===== src/rtl/polybius_stream_codec_if.sv =====
// Byte-stream handshake bundle for polybius_stream_codec: input and output valid/ready channels.
interface polybius_stream_codec_if #(
    parameter int unsigned DATA_W = 8
);
    logic              in_valid;
    logic              in_ready;
    logic [DATA_W-1:0] in_data;
    logic              out_valid;
    logic              out_ready;
    logic [DATA_W-1:0] out_data;

    modport master (
        output in_valid, in_data, out_ready,
        input  in_ready, out_valid, out_data
    );

    modport slave (
        input  in_valid, in_data, out_ready,
        output in_ready, out_valid, out_data
    );
endinterface


===== src/rtl/polybius_stream_codec.sv =====
// Streaming Polybius-square codec: encrypt letter -> row/col digits, decrypt digit pair -> letter.
// Define POLYBIUS_PASSTHRU_EN to forward unrecognised bytes unchanged instead of flagging err.
module polybius_stream_codec #(
    parameter int unsigned GRID   = 5,
    parameter int unsigned DATA_W = 8
) (
    input  logic                          clk,
    input  logic                          rst,
    input  logic                          mode,
    polybius_stream_codec_if.slave        bus,
    output logic                          err,
    output logic                          busy
);
    localparam int unsigned IDX_W = 6;
    localparam int unsigned ROW_W = 3;

    typedef enum logic [2:0] {
        IDLE, ENC_ROW, ENC_COL, DEC_COL, DEC_OUT
`ifdef POLYBIUS_PASSTHRU_EN
        , PASS
`endif
    } state_t;

    state_t            state;
    logic [ROW_W-1:0]  row_q;
    logic [DATA_W-1:0] col_q;

    logic [IDX_W:0]    enc_hit;
    logic              in_digit;
    logic [ROW_W-1:0]  in_coord;
    logic [IDX_W-1:0]  dec_idx;
    logic [DATA_W-1:0] dec_char;

    // Returns {hit, idx}; lowercase folds to uppercase, J shares I's cell in the 5x5 grid.
    function automatic logic [IDX_W:0] char_to_idx(input logic [DATA_W-1:0] c);
        logic [DATA_W-1:0] u;
        logic [IDX_W:0]    r;
        u = c;
        r = '0;
        if (c >= 8'h61 && c <= 8'h7A) u = c - 8'h20;
        if (u >= 8'h41 && u <= 8'h5A) begin
            r = {1'b1, IDX_W'(u - 8'h41)};
            if (GRID == 5 && u > 8'h49) r[IDX_W-1:0] = r[IDX_W-1:0] - IDX_W'(1);
        end else if (GRID == 6 && u >= 8'h30 && u <= 8'h39) begin
            r = {1'b1, IDX_W'(u - 8'h30 + 8'd26)};
        end
        return r;
    endfunction

    function automatic logic [DATA_W-1:0] idx_to_char(input logic [IDX_W-1:0] idx);
        logic [DATA_W-1:0] c;
        if (GRID == 5 && idx > IDX_W'(8))
            c = 8'h42 + DATA_W'(idx);
        else if (GRID == 6 && idx > IDX_W'(25))
            c = 8'h30 + DATA_W'(idx - IDX_W'(26));
        else
            c = 8'h41 + DATA_W'(idx);
        return c;
    endfunction

    function automatic logic [DATA_W-1:0] row_digit(input logic [IDX_W-1:0] idx);
        return DATA_W'(32'(idx) / GRID + 32'h31);
    endfunction

    function automatic logic [DATA_W-1:0] col_digit(input logic [IDX_W-1:0] idx);
        return DATA_W'(32'(idx) % GRID + 32'h31);
    endfunction

    // Lookup on the byte currently presented; row_q holds the zero-based row in DEC_COL.
    always_comb begin
        enc_hit  = char_to_idx(bus.in_data);
        in_digit = (bus.in_data >= 8'h31) && (32'(bus.in_data) <= 32'h30 + GRID);
        in_coord = ROW_W'(bus.in_data - 8'h31);
        dec_idx  = IDX_W'(32'(row_q) * GRID + 32'(in_coord));
        dec_char = idx_to_char(dec_idx);
    end

    always_ff @(posedge clk) begin
        if (rst) begin
            state         <= IDLE;
            bus.in_ready  <= 1'b0;
            bus.out_valid <= 1'b0;
            bus.out_data  <= '0;
            err           <= 1'b0;
            busy          <= 1'b0;
            row_q         <= '0;
            col_q         <= '0;
        end else begin
            err <= 1'b0;
            unique case (state)
                IDLE: begin
                    bus.in_ready <= 1'b1;
                    busy         <= 1'b0;
                    if (bus.in_valid && bus.in_ready) begin
                        if (!mode && enc_hit[IDX_W]) begin
                            state         <= ENC_ROW;
                            bus.in_ready  <= 1'b0;
                            busy          <= 1'b1;
                            bus.out_valid <= 1'b1;
                            bus.out_data  <= row_digit(enc_hit[IDX_W-1:0]);
                            col_q         <= col_digit(enc_hit[IDX_W-1:0]);
                        end else if (mode && in_digit) begin
                            state <= DEC_COL;
                            busy  <= 1'b1;
                            row_q <= in_coord;
                        end else begin
`ifdef POLYBIUS_PASSTHRU_EN
                            state         <= PASS;
                            bus.in_ready  <= 1'b0;
                            busy          <= 1'b1;
                            bus.out_valid <= 1'b1;
                            bus.out_data  <= bus.in_data;
`else
                            err <= 1'b1;
`endif
                        end
                    end
                end
                ENC_ROW: begin
                    if (bus.out_ready) begin
                        state        <= ENC_COL;
                        bus.out_data <= col_q;
                    end
                end
                DEC_COL: begin
                    if (bus.in_valid && bus.in_ready) begin
                        if (in_digit) begin
                            state         <= DEC_OUT;
                            bus.in_ready  <= 1'b0;
                            bus.out_valid <= 1'b1;
                            bus.out_data  <= dec_char;
                        end else begin
                            // Bad column digit discards the whole pair.
                            state <= IDLE;
                            err   <= 1'b1;
                            busy  <= 1'b0;
                            row_q <= '0;
                        end
                    end
                end
`ifdef POLYBIUS_PASSTHRU_EN
                PASS,
`endif
                ENC_COL,
                DEC_OUT: begin
                    if (bus.out_ready) begin
                        state         <= IDLE;
                        bus.out_valid <= 1'b0;
                        bus.in_ready  <= 1'b1;
                        busy          <= 1'b0;
                    end
                end
                default: begin
                    state         <= IDLE;
                    bus.out_valid <= 1'b0;
                    bus.in_ready  <= 1'b1;
                    busy          <= 1'b0;
                end
            endcase
        end
    end
endmodule


===== src/flat_wrapper.sv =====
// flat-port wrapper written by rule: the top's interface ports become plain ports
module polybius_stream_codec_flat 
#(
    parameter int unsigned GRID   = 5,
    parameter int unsigned DATA_W = 8
)
  (clk, rst, mode, err, busy, bus_in_valid, bus_in_data, bus_out_ready, bus_in_ready, bus_out_valid, bus_out_data);
  polybius_stream_codec_if #(.DATA_W(DATA_W)) bus_i ();
  input  logic clk;
  input  logic rst;
  input  logic mode;
  output logic err;
  output logic busy;
  input wire logic [$bits(bus_i.in_valid)-1:0] bus_in_valid;
  input wire logic [$bits(bus_i.in_data)-1:0] bus_in_data;
  input wire logic [$bits(bus_i.out_ready)-1:0] bus_out_ready;
  output wire logic [$bits(bus_i.in_ready)-1:0] bus_in_ready;
  output wire logic [$bits(bus_i.out_valid)-1:0] bus_out_valid;
  output wire logic [$bits(bus_i.out_data)-1:0] bus_out_data;
  assign bus_i.in_valid = bus_in_valid;
  assign bus_i.in_data = bus_in_data;
  assign bus_i.out_ready = bus_out_ready;
  assign bus_in_ready = bus_i.in_ready;
  assign bus_out_valid = bus_i.out_valid;
  assign bus_out_data = bus_i.out_data;
  polybius_stream_codec #(.GRID(GRID), .DATA_W(DATA_W)) u_core (.clk(clk), .rst(rst), .mode(mode), .bus(bus_i), .err(err), .busy(busy));
endmodule

===== config.mk =====
export PLATFORM = sky130hd
export DESIGN_NAME = polybius_stream_codec_flat
export DESIGN_NICKNAME = d
export VERILOG_FILES = /design/src/rtl/polybius_stream_codec_if.sv /design/src/rtl/polybius_stream_codec.sv /design/src/flat_wrapper.sv
export SDC_FILE = /design/constraint.sdc
export NUM_CORES = 1
export LEC_CHECK = 0
export BUFFER_PORTS_ARGS = -buffer_cell sky130_fd_sc_hd__buf_2
export CAP_MARGIN = 20
export CORE_ASPECT_RATIO = 0.5
export CORE_UTILIZATION = 55
export CTS_CLUSTER_DIAMETER = 80
export CTS_CLUSTER_SIZE = 14
export DETAILED_ROUTE_END_ITERATION = 7
export GPL_TIMING_DRIVEN = 0
export PLACE_DENSITY = 0.74
export SYNTH_ARGS = -nofsm -noshare
export SYNTH_HDL_FRONTEND = slang
export SYNTH_SLANG_ARGS = --single-unit

===== constraint.sdc =====
create_clock -name clk -period 8.7 [get_ports clk]
set_input_delay 0.435 -clock clk [delete_from_list [all_inputs] [get_ports clk]]
set_output_delay 0.435 -clock clk [all_outputs]
set_load 0.01 [all_outputs]

==> flow_summary.yaml, run 1 <==
routing:
  via_count: 3457
  routed_wl_um: 8400
  dr_wl_met3_um: 639
  met1Wirelength_um: 3790
  route.detailed.drc: 8
  dr_wl_met2_um: 3910
  first_pass_iters: 7
  via_per_inst: 6.35
  top_layer_used: "met4"
  ant_nets: 0
  drt-wirelength-per-cell_um: 15.4
  drtIter0Drc: 313
logic_synthesis:
  ys_top_cells_by_count: "nor2_1, nand2_1, a21oi_1"
  syn_area_per_cell_um2: 7.40
  syn-instance-count: 444
  ys_types: 76
  synth_area_leaders: "dfxtp_1, ha_1, xnor2_1"
  syn_nets: 483
  synth-seq-area-share_pct: 15.8
  synthMostInstantiatedCell: "nor2_1"
  yosysWarnings: 0
  ys_seq_elements: 26
  syn_area_mm2: 0.00328
  yosysTopAreaCell: "dfxtp_1"
  async_flop_share_pct: 0
  yosysTopAreaCellShare_pct: 15.8
  synth_ff_type: "dfxtp_1"
  synth_edf_count: 0
cts:
  cts_tree: "done"
  clk_pin_slew_ns: 0.07
  cts_resized: 0
  cts_max_level: 1
  clk_latency_ns: 0.27
  cts_buffer_depth: 2
  post_cts_buffers: 0
  cts-root-buf: "clkbuf_16"
  cts_buffers: 3
  cts-hold-fix-buffers: 0
  clock_sinks: 26
final_layout:
  area_growth_pct: 9.49
  postLayoutCellArea_mm2: 0.00360
  drive_gt1_share_pct: 11.7
  num_antenna_cells: 0
  fin_nets: 511
place:
  gp_congestion: 0.951
  hpwlAfterDp_um: 6670
  dpl_cell_area_mm2: 0.00349
  portBuffers: 22
timing:
  hold_violations: 0
  finalSetupViolations: 0
  slew_headroom_pct: 38.6
  final_max_slew_viol_count: 0
  period_share_pct: 88.8
  finalClockSkew_ns: 0.00390
  setup-tns-final_ns: 0
  rsz0062_at_grt: "false"
  worstMarginPinSlew_ns: 0.921
  fin_crit_ns: 7.72
  max_freq_ghz: 0.129
worst_setup_path:
  crit_path_max_incr_delay_ns: 0.72
  crit_fanout: 10
  crit_path_end_kind: "flip-flop"
  crit_arrival_ns: 7.90
  worst_path_most_repeated_cell: "ha_1"
  worstSetupPathType: "input pin to flip-flop"
  start_kind: "input pin"
  cp_slowest_cell: "o22ai_1"
  cp.required_ns: 8.88
global_route:
  grt_max_degree: 16
  grt_pass1_wl_um: 14100
  grt_overflow_total: 0
  antenna_found_initial: 0
  grtUsageTotal_pct: 27.4
  grt_pass1_vias: 3116
job:
  maxCapViolations: 0
floorplan:
  num_io_pins: 25
  die_area_mm2: 0.00630
  die_x_um: 111
  die_h_um: 56.6
  start_util_pct: 58.5
  rows: 19
  coreArea_mm2: 0.00561
power_and_ir_drop:
  p_leak_nw: 1.43
  power_density_mw_per_mm2: 154
  ir_worst_vdd_mv: 0.108
run_status:
  violations: "design-rule violations"
  status: "complete, but fails checks"
worst_hold_path:
  hold_class: "flip-flop to flip-flop"
-- per-layer routing --
| layer | vias up | track usage (%) |
|---|---|---|
| met5 | - | 0 |
| met4 | 0 | 4.25 |
| met3 | 10 | 3.02 |
| met2 | 157 | 50.5 |
| met1 | 1599 | 35.4 |
| li1 | 1691 | - |
-- report_power, final --
group          switching, mW  internal [mW]
clock                 0.0432         0.0917
sequential           0.00311          0.125
combinational          0.176          0.114
total                  0.223          0.330
-- worst paths after layout --
| check | startpoint | depth (start not counted) | end | slack [ns] |
|---|---|---|---|---|
| setup / recovery | bus_in_data[0] | 30 | u_core.col_q[6] | 0.98 |
| hold / removal | u_core.bus.out_data[3] | 2 | u_core.bus.out_data[3] | 0.47 |
| setup reg to reg | u_core.row_q[0] | 14 | u_core.bus.out_data[3] | 5.32 |
| hold reg to reg | u_core.bus.out_data[3] | 2 | u_core.bus.out_data[3] | 0.47 |
-- registers in the layout, indices dropped and copies added (netlist names) --
| name | flops |
|---|---|
| u_core.bus.out_data | 8 |
| u_core.col_q | 8 |
| u_core.row_q | 3 |
| u_core.state | 3 |
| u_core.bus.in_ready | 1 |
| u_core.bus.out_valid | 1 |
| u_core.busy | 1 |
| u_core.err | 1 |
-- through the flow --
step                      utilization (%)  hold slack [ns]  setup WS, ns  instances  power [mW]
after global routing                 64.1            0.501         0.382        544       0.586
final                                64.1            0.470         0.976        544       0.552
after floorplan                         -            0.453          1.98        444       0.355
after global placement               62.1            0.458          1.07        539       0.405
after CTS                            64.1            0.470          1.10        544       0.547
after detailed placement             62.2            0.458         0.854        540       0.412
-- critical path: cells and delay by family --
kind	cells	cell delay, ns
compound gates	10	2.76
simple gates	9	2.29
fa+ha+maj	5	1.45
buf+inv	4	0.63
xor+xnor	2	0.32
-- final cells by class --
class                           instances  area, µm²
Multi-Input combinational cell        376       2580
Sequential cell                        26        520
Tap cell                               73       91.3
Inverter                               19       71.3
Clock inverter                          1       30.0
Clock buffer                            3       75.1
Timing Repair Buffer                   23        115
Fill cell                             492       2010
Buffer                                 23        116
-- cell families (layout without fill, tap and decap cells) --
logic type | count (synthesis) | in the layout | share of synthesized area, %
AND/OR/NAND/NOR | 177 | 177 | 28.0
AO/OA/AOI/OAI | 132 | 132 | 28.6
buffers and inverters | 42 | 69 | 5.71
XOR/XNOR | 31 | 31 | 8.72
adder cells (fa/ha/maj) | 26 | 26 | 10.1
flip-flops | 26 | 26 | 15.8
multiplexers | 10 | 10 | 3.05
-- cell usage in the layout, fill, tap and decap left out, types with 10 or more instances in the layout --
master	netlist	final
a211oi_1	10	10
inv_1	19	19
nand2_1	39	39
nand2b_1	13	13
buf_2	3	26
clkbuf_1	14	14
nor2_1	44	44
mux2i_1	10	10
nor3_1	21	21
xnor2_1	24	24
nand3_1	12	12
dfxtp_1	26	26
ha_1	25	25
a21oi_1	32	32
o21ai_0	21	21
Note: power is estimated with default switching activity, not from simulation.
==> run 2, diff against run 1 <==
--- a/config.mk
+++ b/config.mk
@@ -7,13 +7,16 @@
 export LEC_CHECK = 0
 export BUFFER_PORTS_ARGS = -buffer_cell sky130_fd_sc_hd__buf_2
 export CAP_MARGIN = 20
+export CELL_PAD_IN_SITES_DETAIL_PLACEMENT = 0
+export CELL_PAD_IN_SITES_GLOBAL_PLACEMENT = 1
 export CORE_ASPECT_RATIO = 0.5
-export CORE_UTILIZATION = 55
+export CORE_UTILIZATION = 45
 export CTS_CLUSTER_DIAMETER = 80
 export CTS_CLUSTER_SIZE = 14
 export DETAILED_ROUTE_END_ITERATION = 7
 export GPL_TIMING_DRIVEN = 0
-export PLACE_DENSITY = 0.74
+export PLACE_DENSITY_LB_ADDON = 0.1
+export SLEW_MARGIN = 10
 export SYNTH_ARGS = -nofsm -noshare
 export SYNTH_HDL_FRONTEND = slang
 export SYNTH_SLANG_ARGS = --single-unit
==> flow_summary.yaml, run 2 (synthesis gave the netlist of run 1 again) <==
run_status:
  status: "complete, no violations"
power_and_ir_drop:
  power_density_mw_per_mm2: 153
  ir_worst_vdd_mv: 0.0840
  p_leak_nw: 1.43
cts:
  cts_max_level: 1
  cts-root-buf: "clkbuf_16"
  cts_resized: 0
  post_cts_buffers: 0
  cts_buffer_depth: 2
  cts_buffers: 3
  cts_tree: "done"
  clock_sinks: 26
  clk_latency_ns: 0.26
  clk_pin_slew_ns: 0.07
  cts-hold-fix-buffers: 0
timing:
  final_max_slew_viol_count: 0
  period_share_pct: 91.6
  fin_crit_ns: 7.97
  setup-tns-final_ns: 0
  hold_ws_ns: 0.469
  worstMarginPinSlew_ns: 1.04
  slew_headroom_pct: 30.5
  hold_violations: 0
  finalClockSkew_ns: 0.00555
  max_freq_ghz: 0.125
  finalSetupViolations: 0
  rsz0062_at_grt: "false"
global_route:
  grt_max_degree: 16
  grtUsageTotal_pct: 24.3
  antenna_found_initial: 0
  grt_overflow_total: 0
  grt_pass1_vias: 3042
  grt_pass1_wl_um: 14800
worst_setup_path:
  reg2reg_depth: 14
  worst-path-buf-inv: 4
  crit_fanout: 10
  cp_slowest_cell: "o22ai_1"
  worst_path_most_repeated_cell: "ha_1"
  crit_path_end_kind: "flip-flop"
  start_kind: "input pin"
  cp.depth: 31
  critPathTopFamily: "compound AO/OA/AOI/OAI gates"
  crit_arrival_ns: 8.14
  crit_path_max_incr_delay_ns: 0.81
  cp.required_ns: 8.87
  worstSetupPathType: "input pin to flip-flop"
final_layout:
  area_growth_pct: 10.2
  stdcell_count: 563
  register_area_um2: 520
  layout_commonest_cell: "nor2_1"
  nFillCells: 670
  fin_nets: 511
  num_antenna_cells: 0
  mostFrequentLayoutCells: "nor2_1, nand2_1, a21oi_1"
  fin_util_pct: 52.8
  top_regs: "u_core.bus.out_data: 8 flops, u_core.col_q: 8 flops"
  drive_gt1_share_pct: 11.7
  multi_input_area_mm2: 0.00258
floorplan:
  die_area_mm2: 0.00767
  rows: 21
  num_io_pins: 25
  die_h_um: 62.4
  start_util_pct: 47.9
  die_x_um: 123
  coreArea_mm2: 0.00686
place:
  portBuffers: 22
  hpwlAfterDp_um: 7310
  gp_congestion: 0.888
  dp_cells: 558
routing:
  ant_nets: 0
  via_count: 3452
  route.detailed.drc: 0
  drt-wirelength-per-cell_um: 16.3
  first_pass_iters: 5
  routed_wl_um: 9150
  via_per_inst: 6.13
  drtIter0Drc: 224
worst_hold_path:
  hold_class: "flip-flop to flip-flop"
  hold-path-cell-count: 2
job:
  maxCapViolations: 0
## run 2: worst reg2reg max path, stage by stage (launching register included)
cell      delay [ns]
dfxtp_1         0.33
ha_1            0.29
ha_1            0.31
ha_1            0.32
a21o_1          0.19
a21oi_1         0.17
xnor2_1         0.16
a211oi_1        0.57
a21boi_0        0.24
xnor2_1         0.19
nand2_1         0.07
o21ai_0         0.12
nand2_1         0.09
o211ai_1        0.13
a21oi_1         0.09
## run 2: through the flow
step           total power [mW]  setup WS, ns  instance area (µm²)
3_5_place_dp              0.418         0.660                 3510
3_3_place_gp              0.413         0.774                 3510
5_1_grt                   0.591         0.183                 3620
6_report                  0.554         0.732                 3620
4_1_cts                   0.553         0.863                 3610
2_1_floorplan             0.355          1.98                 3280
## run 2: area by class of cell
cell class	instances	area share (%)
repair buffers	23	3.18
plain buffers	23	3.21
multi-input cells	376	71.2
inverters	19	1.97
well taps	92	3.18
flip-flops and latches	26	14.4
clock inverters	1	0.830
clock buffers	3	2.07
## run 2: worst paths after layout
| check | start | slack (ns) | endpoint |
|---|---|---|---|
| worst max-delay path | bus_in_data[0] | 0.73 | u_core.col_q[6] |
| worst min-delay path | u_core.bus.out_data[7] | 0.47 | u_core.bus.out_data[7] |
| worst max register to register | u_core.row_q[0] | 5.32 | u_core.bus.out_data[3] |
| worst min register to register | u_core.bus.out_data[7] | 0.47 | u_core.bus.out_data[7] |
## run 2: per-layer routing
metal	vias up	track usage, %	routed length (µm)	part of all wire (%)
met2	136	38.1	3860	42
met4	0	4.88	97	1.1
met5	-	0	0	0
met3	8	2.74	661	7.2
li1	1692	-	-	-
met1	1616	35.5	4530	49
## run 2: report_power, final
part / switching [mW] / total, mW / internal [mW]
combinational: 0.179 / 0.293 / 0.114
sequential: 0.00306 / 0.128 / 0.125
clock: 0.0413 / 0.133 / 0.0915
